===== src/rtl/adc_pkg.sv =====
// Shared SAR ADC constants: resolution, data width seen by the oversampling stage, FSM encoding.
// Pure declarations; no timing or flow control.
package adc_pkg;

   localparam int RESOLUTION   = 12;
   localparam int SAMPLE_CNT_W = 4;
   localparam int DATA_W       = RESOLUTION;
   localparam int BIT_IDX_W    = $clog2(RESOLUTION);

   localparam logic [1:0] ST_IDLE    = 2'd0;
   localparam logic [1:0] ST_SAMPLE  = 2'd1;
   localparam logic [1:0] ST_CONVERT = 2'd2;
   localparam logic [1:0] ST_DONE    = 2'd3;

   typedef logic [DATA_W-1:0] adc_code_t;

   function automatic adc_code_t bit_mask(input logic [BIT_IDX_W-1:0] idx);
      bit_mask = adc_code_t'(1) << idx;
   endfunction

endpackage


===== src/rtl/adc_sar_register.sv =====
// SAR trial register and bit pointer: load sets the MSB trial, each step keeps/clears the current bit.
// One decision per step clock; o_result is the code including the decision on the current edge.
module adc_sar_register
   import adc_pkg::*;
(
   input  logic              clk,
   input  logic              rst_n,
   input  logic              i_load,
   input  logic              i_step,
   input  logic              i_comp,
   output logic [DATA_W-1:0] o_code,
   output logic [DATA_W-1:0] o_result,
   output logic              o_last
);

   logic [DATA_W-1:0]    r_code;
   logic [BIT_IDX_W-1:0] r_bit;
   logic [DATA_W-1:0]    w_decided;
   logic [DATA_W-1:0]    w_next;
   logic                 w_last;

   assign w_last = (r_bit == '0);

   always_comb begin
      w_decided = r_code;
      if (!i_comp) begin
         w_decided = r_code & ~bit_mask(r_bit);
      end
      w_next = w_decided;
      if (!w_last) begin
         w_next = w_decided | bit_mask(r_bit - BIT_IDX_W'(1));
      end
   end

   always_ff @(posedge clk or negedge rst_n) begin
      if (!rst_n) begin
         r_code <= '0;
         r_bit  <= BIT_IDX_W'(RESOLUTION - 1);
      end else if (i_load) begin
         r_code <= bit_mask(BIT_IDX_W'(RESOLUTION - 1));
         r_bit  <= BIT_IDX_W'(RESOLUTION - 1);
      end else if (i_step) begin
         r_code <= w_next;
         if (!w_last) begin
            r_bit <= r_bit - BIT_IDX_W'(1);
         end
      end
   end

   assign o_code   = r_code;
   assign o_result = w_decided;
   assign o_last   = w_last;

endmodule


===== src/rtl/adc_sar_control.sv =====
// SAR ADC sequencer: IDLE -> SAMPLE (S+1 clk) -> CONVERT (12 clk) -> DONE (1 clk, strobe).
// Result every S+14 clocks; no backpressure, start is ignored while busy.
module adc_sar_control
   import adc_pkg::*;
(
   input  logic                    clk,
   input  logic                    rst_n,
   input  logic                    start_conversion_in,
   input  logic                    continuous_in,
   input  logic [SAMPLE_CNT_W-1:0] sample_cycles_in,
   input  logic                    comparator_in,
   output logic                    sample_out,
   output logic [RESOLUTION-1:0]   dac_code_out,
   output logic [RESOLUTION-1:0]   data_out,
   output logic                    data_valid_strobe_out,
   output logic                    busy_out
);

   logic [1:0]              r_state;
   logic [SAMPLE_CNT_W-1:0] r_scnt;
   logic [DATA_W-1:0]       r_data;
   logic                    r_strobe;
   logic                    w_load;
   logic                    w_step;
   logic [DATA_W-1:0]       w_code;
   logic [DATA_W-1:0]       w_result;
   logic                    w_last;

   assign w_load = (r_state == ST_SAMPLE) && (r_scnt == '0);
   assign w_step = (r_state == ST_CONVERT);

   adc_sar_register u_sar (
      .clk      (clk),
      .rst_n    (rst_n),
      .i_load   (w_load),
      .i_step   (w_step),
      .i_comp   (comparator_in),
      .o_code   (w_code),
      .o_result (w_result),
      .o_last   (w_last)
   );

   // data_out and the strobe change on the same edge so the downstream stage,
   // clocked by the strobe, sees stable data across the whole pulse.
   always_ff @(posedge clk or negedge rst_n) begin
      if (!rst_n) begin
         r_state  <= ST_IDLE;
         r_scnt   <= '0;
         r_data   <= '0;
         r_strobe <= 1'b0;
      end else begin
         r_strobe <= 1'b0;
         case (r_state)
            ST_IDLE: begin
               if (start_conversion_in) begin
                  r_scnt  <= sample_cycles_in;
                  r_state <= ST_SAMPLE;
               end
            end
            ST_SAMPLE: begin
               if (r_scnt == '0) begin
                  r_state <= ST_CONVERT;
               end else begin
                  r_scnt <= r_scnt - SAMPLE_CNT_W'(1);
               end
            end
            ST_CONVERT: begin
               if (w_last) begin
                  r_data   <= w_result;
                  r_strobe <= 1'b1;
                  r_state  <= ST_DONE;
               end
            end
            ST_DONE: begin
               if (continuous_in) begin
                  r_scnt  <= sample_cycles_in;
                  r_state <= ST_SAMPLE;
               end else begin
                  r_state <= ST_IDLE;
               end
            end
            default: r_state <= ST_IDLE;
         endcase
      end
   end

   assign sample_out            = (r_state == ST_SAMPLE);
   assign busy_out              = (r_state != ST_IDLE);
   assign dac_code_out          = ((r_state == ST_CONVERT) || (r_state == ST_DONE)) ? w_code : '0;
   assign data_out              = r_data;
   assign data_valid_strobe_out = r_strobe;

endmodule


===== config.mk =====
export PLATFORM = sky130hd
export DESIGN_NAME = adc_sar_control
export DESIGN_NICKNAME = d
export VERILOG_FILES = /design/src/rtl/adc_pkg.sv /design/src/rtl/adc_sar_register.sv /design/src/rtl/adc_sar_control.sv
export SDC_FILE = /design/constraint.sdc
export NUM_CORES = 1
export LEC_CHECK = 0
export BUFFER_PORTS_ARGS = -buffer_cell sky130_fd_sc_hd__buf_2
export CORE_MARGIN = 2
export CORE_UTILIZATION = 51
export DETAILED_ROUTE_END_ITERATION = 8
export PLACE_DENSITY = 0.73
export SYNTH_ARGS = -nofsm -noshare
export SYNTH_HDL_FRONTEND = slang
export SYNTH_SLANG_ARGS = --single-unit

===== constraint.sdc =====
create_clock -name clk -period 1.8 [get_ports clk]
set_clock_uncertainty 0.15 [all_clocks]
set_input_delay 0.27 -clock clk [delete_from_list [all_inputs] [get_ports clk]]
set_output_delay 0.27 -clock clk [all_outputs]
set_load 0.02 [all_outputs]

==> metrics.txt, run 1 <==
status=complete, but fails checks; failing checks=negative setup slack; routed wl met2=2920 um; Vias=slightly above 2,000; worst-path cell chain=inv_2 > ha_4 > nor2_4 > buf_8 > nor2b_4 > buf_6; Crit. End Element=output port; DR pass1 iterations=4; Area Overhead vs Synth=43.8%; grt ovf=0; vias in the first global route=about 1,800; Die Height=about 69 um; RSZ-0062 raised after global routing=yes; PnR worst setup slack=-116 ps; slew at the pin with the worst max-slew slack=around 450 ps; GPL Wtd Cong=around 0.84; clock sinks=35; met1 wire length=approximately 2400 um; Hold Path Class=in2reg; area of the multi-input gates=around 1400 um^2; Post-DP HPWL=between 3000 and 4000 um; fin cells=around 350; flip-flop and latch count after synthesis=35; leakage power=around 1.4 nW; Core Util, Final=76.5%; most common cell after layout, fill and taps aside=dfrtp_1; root buf cell=clkbuf_8; most frequent cells in the layout=dfrtp_1 (31), buf_4 (29), buf_2 (22); Die X=just under 70 um; diode count=0; cell count after synthesis=230; crit path time final=around 1900 ps; library cells used by synthesis=43; Fill cells=between 200 and 300; pwr/cell area=approximately 2300 nW/um^2; Post-Route WL=around 5900 um; Crit-path slowest cell=dfrtp_1; Peak VDD IR=between 1 and 1.5 mV; count of final setup violators=15; Final Cycle Share=106%; Max Cap Viol=0; final hold vios=0; Peak Freq=between 500 and 600 MHz; initial antenna violation count=0; largest cells by area after synthesis=dfrtp_1 (37%), ha_1 (7.0%), nor2b_1 (5.0%); Crit Path Category=reg2out; DR vias/cell=~6; Avg Cell Area, Syn=about 9.3 um^2; share of the synthesized area in the top cell type=a little under two fifths; Critical Path RT=around 1400 ps; Site Rows=23; crit-path max cell delay=420 ps; clock slew at reported path FFs=~70 ps; GRT Total Usage=24.1%; Post-Synthesis Net Count=~250; first-iteration detailed-routing DRC count=roughly 230; DRC viols=0; EDFF count, synth=0; type of origin of the critical path=flop; Buffers on Ports=35; register area share after synthesis=~41%; met3 WL=308 um; max-slew violation count=0; Sequential Area=just under 900 um^2; CTS buffer count=5; yosys warns=0; arrival time at the worst endpoint=roughly 1500 ps; Post-synth top flop=dfrtp_1; Top Layer Used=met4; TritonCTS clock tree=built; Post-Syn Area=between 2000 and 2500 um^2; Starting Density=approximately 53%; CTS Buffer Depth=2; slew margin rel.=between 70% and 80%; Die ar.=4740 um^2; fin nets=315; Yosys top cell by area=dfrtp_1; Max FO, Critical Path=5; Inst Count DP=~330; largest net degree at the start of global routing=36; H-tree levels=2; Routed wire per std cell=about 17 um; core area=between 4000 and 5000 um^2; asr flop ratio synth=100%; post-route ant nets=0; first-pass GRT wire length=approximately 8500 um; share of layout cells above drive strength 1=45.4%; Clk Latency, worst-skew pair=approximately 290 ps; num ports=36
==> power breakdown <==
group          total, mW  switching (mW)  internal (mW)
clock network      0.746           0.298          0.448
registers           1.57           0.355           1.21
logic               4.76            2.53           2.23
==> final timing paths <==
path / slack, ps / depth (start not counted) / startpoint / to
worst max register to register: -30 / 6 / r_state[1] / u_sar.o_code[6]
max in group asynchronous: 770 / 3 / rst_n / u_sar.r_bit[0]
worst min register to register: 330 / 2 / data_out[3] / data_out[3]
worst max-delay path: -120 / 6 / r_state[0] / dac_code_out[6]
min in group asynchronous: 380 / 3 / rst_n / data_out[9]
worst min-delay path: 100 / 3 / sample_cycles_in[1] / r_scnt[1]
==> synth_stat cells (all sizes together) (2+ instances only) <==
master,number
or3,2
nand3,3
o211ai,2
a32oi,3
buf,9
a21oi,6
nand2,20
o21ai,38
nor3b,2
nand4,4
ha,12
nor2,7
nand2b,11
a22o,2
a41oi,3
a31oi,12
or2,2
clkbuf,4
inv,12
o2111ai,2
dfrtp,32
mux2,3
dfstp,3
nor2b,17
o41a,2
nor3,7
mux2i,3
==> state kept, by name (all words and copies together) (netlist names) <==
| name | flops |
|---|---|
| data_out | 12 |
| u_sar.o_code | 12 |
| r_scnt | 4 |
| u_sar.r_bit | 4 |
| r_state | 2 |
| data_valid_strobe_out | 1 |
==> cells by family (layout without fill, tap and decap cells) <==
family | count (synthesis) | after routing | share of synthesized area [%]
compound gates | 73 | 73 | 21.0
xor+xnor | 1 | 1 | 0.409
fa+ha+maj | 12 | 12 | 7.01
buf+inv | 25 | 90 | 6.07
flops | 35 | 35 | 41.0
mux | 6 | 6 | 3.15
simple gates | 78 | 78 | 21.3
==> critical path: cells and delay by family, from the launching register on <==
family / cells / cell delay, ps
AND/OR/NAND/NOR: 2 / 240
flip-flops: 1 / 420
adder cells (fa/ha/maj): 1 / 170
buffers and inverters: 3 / 370
==> final cells by class <==
| class | instances | area share (%) |
|---|---|---|
| clock inverters | 2 | 1.14 |
| repair buffers | 70 | 17.8 |
| well taps | 50 | 2.03 |
| flip-flops and latches | 35 | 28.6 |
| multi-input cells | 170 | 46.2 |
| clock buffers | 6 | 2.68 |
| inverters | 12 | 1.54 |
==> per-layer routing <==
layer,global-route usage [%],vias to the layer above
li1,-,954
met1,32.7,988
met2,39.3,71
met3,5.03,22
met4,5.88,0
met5,0,-
==> stage by stage <==
stage | TNS, ps | power [mW] | setup WS (ps) | area, um^2 | hold slack (ps)
final | -1330 | 7.08 | -116 | 3080 | 102
after global placement | 0 | 5.16 | 5.87 | 2580 | 182
after global routing | -2670 | 7.55 | -164 | 3080 | 136
after CTS | -1140 | 6.57 | -105 | 2890 | 77.1
after detailed placement | -211 | 5.25 | -28.7 | 2580 | 185
after floorplan | -32.6 | 4.13 | -7.05 | 2240 | -176
==> repair_timing <==
action / in CTS / in global routing
buffers inserted: 5 / 3
setup endpoints to repair: 23 / 40
pin swaps: 7 / 16
resized for setup: 43 / 36
endpoints found under the hold margin: 32 / 0
hold buffers: 1 / 0
Power figures use the tool's default switching activity.
==> run 2: changes to the inputs <==
Settings changed: CORE_UTILIZATION 51 to 54, PLACE_DENSITY 0.73 to 0.74.
Clock period 1.8 ns to 2.2 ns, I/O delays scaled along.
==> run 2 against run 1 <==
Against the previous run:
- the run now ends clean
- non-clock buffer count fell by 30
- clock-buffer cell count did not move
- hold slack improved by 59 ps
- final cell count fell by 9.6%
- global-route usage fell by 1.3 points
- sequential power fell by 18%
- combinational power fell by 47%
- first-iteration DRC count fell by 52%
- core utilization fell by 11 points
- critical endpoint is now dac_code_out[5]
==> metrics.txt, run 2 (same netlist as run 1, synthesis figures left out) <==
pwr/cell area=between 1500 and 2000 nW/um^2; post-route ant nets=0; slew margin rel.=49.5%; Crit Path Category=reg2out; Post-DP HPWL=between 3000 and 4000 um; Area Overhead vs Synth=14.0%; first-pass GRT wire length=between 7000 and 8000 um; fin cells=312; count of final setup violators=0; busiest grt layer=met2; initial antenna violation count=0; status=complete, no violations; arrival time at the worst endpoint=1610 ps; Vias=1,781; Max FO, Critical Path=12; leakage power=around 1.1 nW; Routed wire per std cell=between 10 and 15 um; setup TNS=0 ps; GPL Wtd Cong=slightly above 0.9; first-iteration detailed-routing DRC count=110; slew at the pin with the worst max-slew slack=roughly 760 ps; Die ar.=between 4000 and 5000 um^2; worst r2r path cells=8; Post-CTS Setup Inserts=0; grt ovf=0; PnR worst setup slack=between 100 and 150 ps; root buf cell=clkbuf_8; Hold Path Class=in2reg; Overall Power=4.29 mW; CTS Buffer Depth=2; type of origin of the critical path=flop; crit path time final=about 2100 ps; Peak Freq=478 MHz; routing usage on met3=approximately 4.4%; area of the multi-input gates=around 1100 um^2; DRC viols=0; GRT Total Usage=a little under a quarter; final hold vios=0; clock sinks=35; GR Util met1=between 30% and 40%; share of layout cells above drive strength 1=around 23%; core area=approximately 3700 um^2; CTS buffer count=5; DR vias/cell=5.71; clock slew at reported path FFs=60 ps; Inst Count DP=304; num ports=36; Crit. End Element=output port; WHS Path Cells=3; most frequent cells in the layout=buf_2 (35), dfrtp_1 (32), nand2_1 (20), o21ai_0 (20); Clk Latency, worst-skew pair=a little under 300 ps; Sequential Area=880 um^2; worst slack, placed=70.2 ps; DR pass1 iterations=4; Fill cells=336; Max Cap Viol=0; Peak VDD IR=roughly 0.81 mV; most common cell after layout, fill and taps aside=buf_2; Final Cycle Share=between 90% and 100%; diode count=0; max-slew violation count=0; Buffers on Ports=35; Die X=about 67 um; Site Rows=22; H-tree levels=2; fin nets=approximately 290; Starting Density=a little under three fifths; Die Height=between 60 and 70 um; Critical Path RT=1720 ps; TritonCTS clock tree=built; vias in the first global route=1,650; Post-Route WL=approximately 4600 um; largest net degree at the start of global routing=36; M2 GR Usage=between 30% and 40%
run 2: cell count changes in the layout (fill, tap and decap cells not counted), sizes merged:
cell    before  now
bufinv       1    0
buf         69   39
run 2: worst max-delay path: stages, from the launching register on:
cell	delay, ps
dfrtp_1	390
inv_1	110
ha_1	280
nor2_4	300
nor2b_1	90
buf_2	170
run 2: worst paths after layout:
path                                     start         endpoint  slack (ps)
min reg2reg                        data_out[5]      data_out[5]         330
max in group asynchronous                rst_n      data_out[2]         910
max reg2reg                         r_state[0]      data_out[8]         140
min                        sample_cycles_in[1]        r_scnt[1]         160
min in group asynchronous                rst_n  u_sar.o_code[5]         500
max                                 r_state[0]  dac_code_out[5]         110
run 2: layout make-up:
class                   count  share of cell area, %
multi-input cells         170                   46.8
flip-flops and latches     35                   36.0
repair buffers             40                   9.32
clock buffers               6                   3.38
well taps                  48                   2.46
inverters                  12                   1.84
clock inverters             1                  0.205
run 2: power breakdown:
part           switching [mW]  internal, mW
logic                    1.57         0.977
clock network           0.222         0.245
registers               0.293         0.989
total                    2.08          2.21
run 2: through the flow:
stage | hold WS [ps] | area, um^2 | util (%)
floorplan | -116 | 2140 | -
global placement | 301 | 2320 | 62.1
detailed placement | 298 | 2320 | 62.1
CTS | 158 | 2430 | 64.9
global route | 176 | 2440 | 65.3
finish | 161 | 2440 | 65.3
run 2: routing by layer:
| metal | vias to the layer above | wire length (um) |
|---|---|---|
| li1 | 895 | - |
| met3 | 6 | 231 |
| met2 | 51 | 2090 |
| met1 | 829 | 2240 |
| met5 | - | 0 |
| met4 | 0 | 56 |
run 2: repair_timing:
item	CTS	global route
resized for setup	2	4
hold buffers	1	0
endpoints found under the setup margin	12	13
hold endpoints to repair	32	0
==> run 3: changes to the inputs <==
Settings changed: RECOVER_POWER set to 100.
==> run 3 against run 2 <==
Against the previous run:
- hold slack got worse by 5.0 ps
- flip-flop and latch count unchanged
- setup slack got worse by 5.0 ps
- clock power about the same
- die area unchanged
- routed wire length decreased by 0.39%
- combinational power decreased by 2%
- critical path depth unchanged
- register-to-register slack about the same
- core utilization decreased by 0.50 points
- fmax decreased by 0.24%
- first-iteration DRC count increased by 7.3%
- largest power group unchanged
- highest routed layer unchanged
==> metrics.txt, run 3 (same netlist as run 1, synthesis figures left out) <==
status=complete, no violations; first-iteration detailed-routing DRC count=118; final hold vios=0; type of origin of the critical path=flop; switching share of power=about 49%; Fill cells=344; Die X=~67 um; Comb power frac=between 50% and 60%; count of final setup violators=0; clock sinks=35; leakage power=1.05 nW; hold_ws=156 ps; Sequential Area=~880 um^2; Crit. End Element=output port; fin area=around 2400 um^2; Peak Freq=roughly 480 MHz; setup TNS=0 ps; H-tree levels=2; Area Overhead vs Synth=13.1%; area of the multi-input gates=~1100 um^2; Site Rows=22; DR pass1 iterations=4; Die Height=between 60 and 70 um; Clk Latency, worst-skew pair=around 290 ps; Max FO, Critical Path=12; met3 WL=254 um; Flop pwr share=between 30% and 40%; CTS Buffer Depth=2; slew at the pin with the worst max-slew slack=852 ps; Die ar.=about 4500 um^2; Final Cycle Share=between 90% and 100%; GPL Wtd Cong=0.918; core area=between 3000 and 4000 um^2; routed wl met2=2090 um; Crit Path Category=reg2out; largest net degree at the start of global routing=36; Max Cap Viol=0; slew margin rel.=~43%; GRT Total Usage=approximately 23%; Vias=1,773; most frequent cells in the layout=dfrtp_1 (32), o21ai_0 (23), nand2_1 (20); fin nets=between 200 and 300; Starting Density=between 50% and 60%; Post-DP HPWL=between 3000 and 4000 um; DR vias/cell=approximately 5.7; crit path time final=between 2000 and 2500 ps; Post-Route WL=around 4600 um; Top Layer Used=met4; Peak VDD IR=0.803 mV; Pint=approximately 2.2 mW; clock slew at reported path FFs=approximately 60 ps; CTS buffer count=5; post-route ant nets=0; NetSw=between 2 and 2.5 mW; num ports=36; initial antenna violation count=0; DRC viols=0; pwr/cell area=1750 nW/um^2; grt ovf=0; Routed wire per std cell=~15 um; first-pass GRT wire length=7650 um; Hold Path Class=in2reg; share of layout cells above drive strength 1=16.3%; Clock Power Share=11.0%; most common cell after layout, fill and taps aside=dfrtp_1; Buffers on Ports=35; met1 wire length=~2200 um; vias in the first global route=1,650; max-slew violation count=0; diode count=0; arrival time at the worst endpoint=about 1600 ps; Critical Path RT=between 1500 and 2000 ps; root buf cell=clkbuf_8; DP Area=~2300 um^2; TritonCTS clock tree=built
run 3: changes by cell type in the layout (fill, tap and decap cells not counted), moves of 3 or more:
cell / change
buf_2: -20
clkbuf_1: +15
clkbuf_2: +5
o21ai_0: +3
o21ai_1: -3
run 3: final cells by class:
class | count | area share [%]
timing repair buffer | 40 | 8.62
multi-input combinational | 170 | 47.2
sequential | 35 | 36.3
tap | 48 | 2.48
inverter | 12 | 1.86
clock inverter | 1 | 0.206
clock buffer | 6 | 3.41
run 3: per-stage QoR:
step                power (mW)  worst slack (ps)  std cells  util [%]
floorplan                 3.12               144        230         -
detailed placement        3.77              70.2        304      62.1
finish                    4.24               105        312      64.8
global route              4.62             -9.02        312      64.8
global placement          3.71               105        304      62.1
CTS                       4.27              66.5        312      64.9
run 3: per-layer routing:
metal  track usage [%]  vias up
met5                 0        -
met4              8.16        0
met3              4.39        5
met2              34.2       43
met1              32.3      828
li1                  -      897
run 3: worst paths after layout:
check	startpoint	endpoint	slack, ps	depth (start not counted)
setup / recovery	r_state[0]	dac_code_out[4]	100	5
hold / removal	sample_cycles_in[1]	r_scnt[1]	160	3
setup reg to reg	r_state[0]	data_out[8]	150	8
hold reg to reg	data_out[5]	data_out[5]	330	2
max in group asynchronous	rst_n	r_state[0]	830	2
min in group asynchronous	rst_n	u_sar.o_code[8]	530	2
run 3: critical path, stage by stage (launching register included):
cell     delay, ps
dfrtp_1        390
inv_1          110
ha_1           280
nor2_4         300
nor2b_1         90
buf_2          170
run 3: what timing repair did:
item                                    in CTS  in global routing
endpoints found under the setup margin      12                 13
resized for setup                            2                  4
hold endpoints to repair                    32                  0
buffers inserted                             0                  0
pin swaps                                    0                  0
gates cloned                                 0                  0
hold buffers                                 1                  0
run 3: power by group through the flow:
stage	combinational, mW	sequential, mW	clock (mW)
floorplan	1.79	1.33	0
global placement	2.43	1.27	0
detailed placement	2.48	1.29	0
CTS	2.51	1.28	0.478
global route	2.78	1.34	0.504
finish	2.49	1.29	0.466
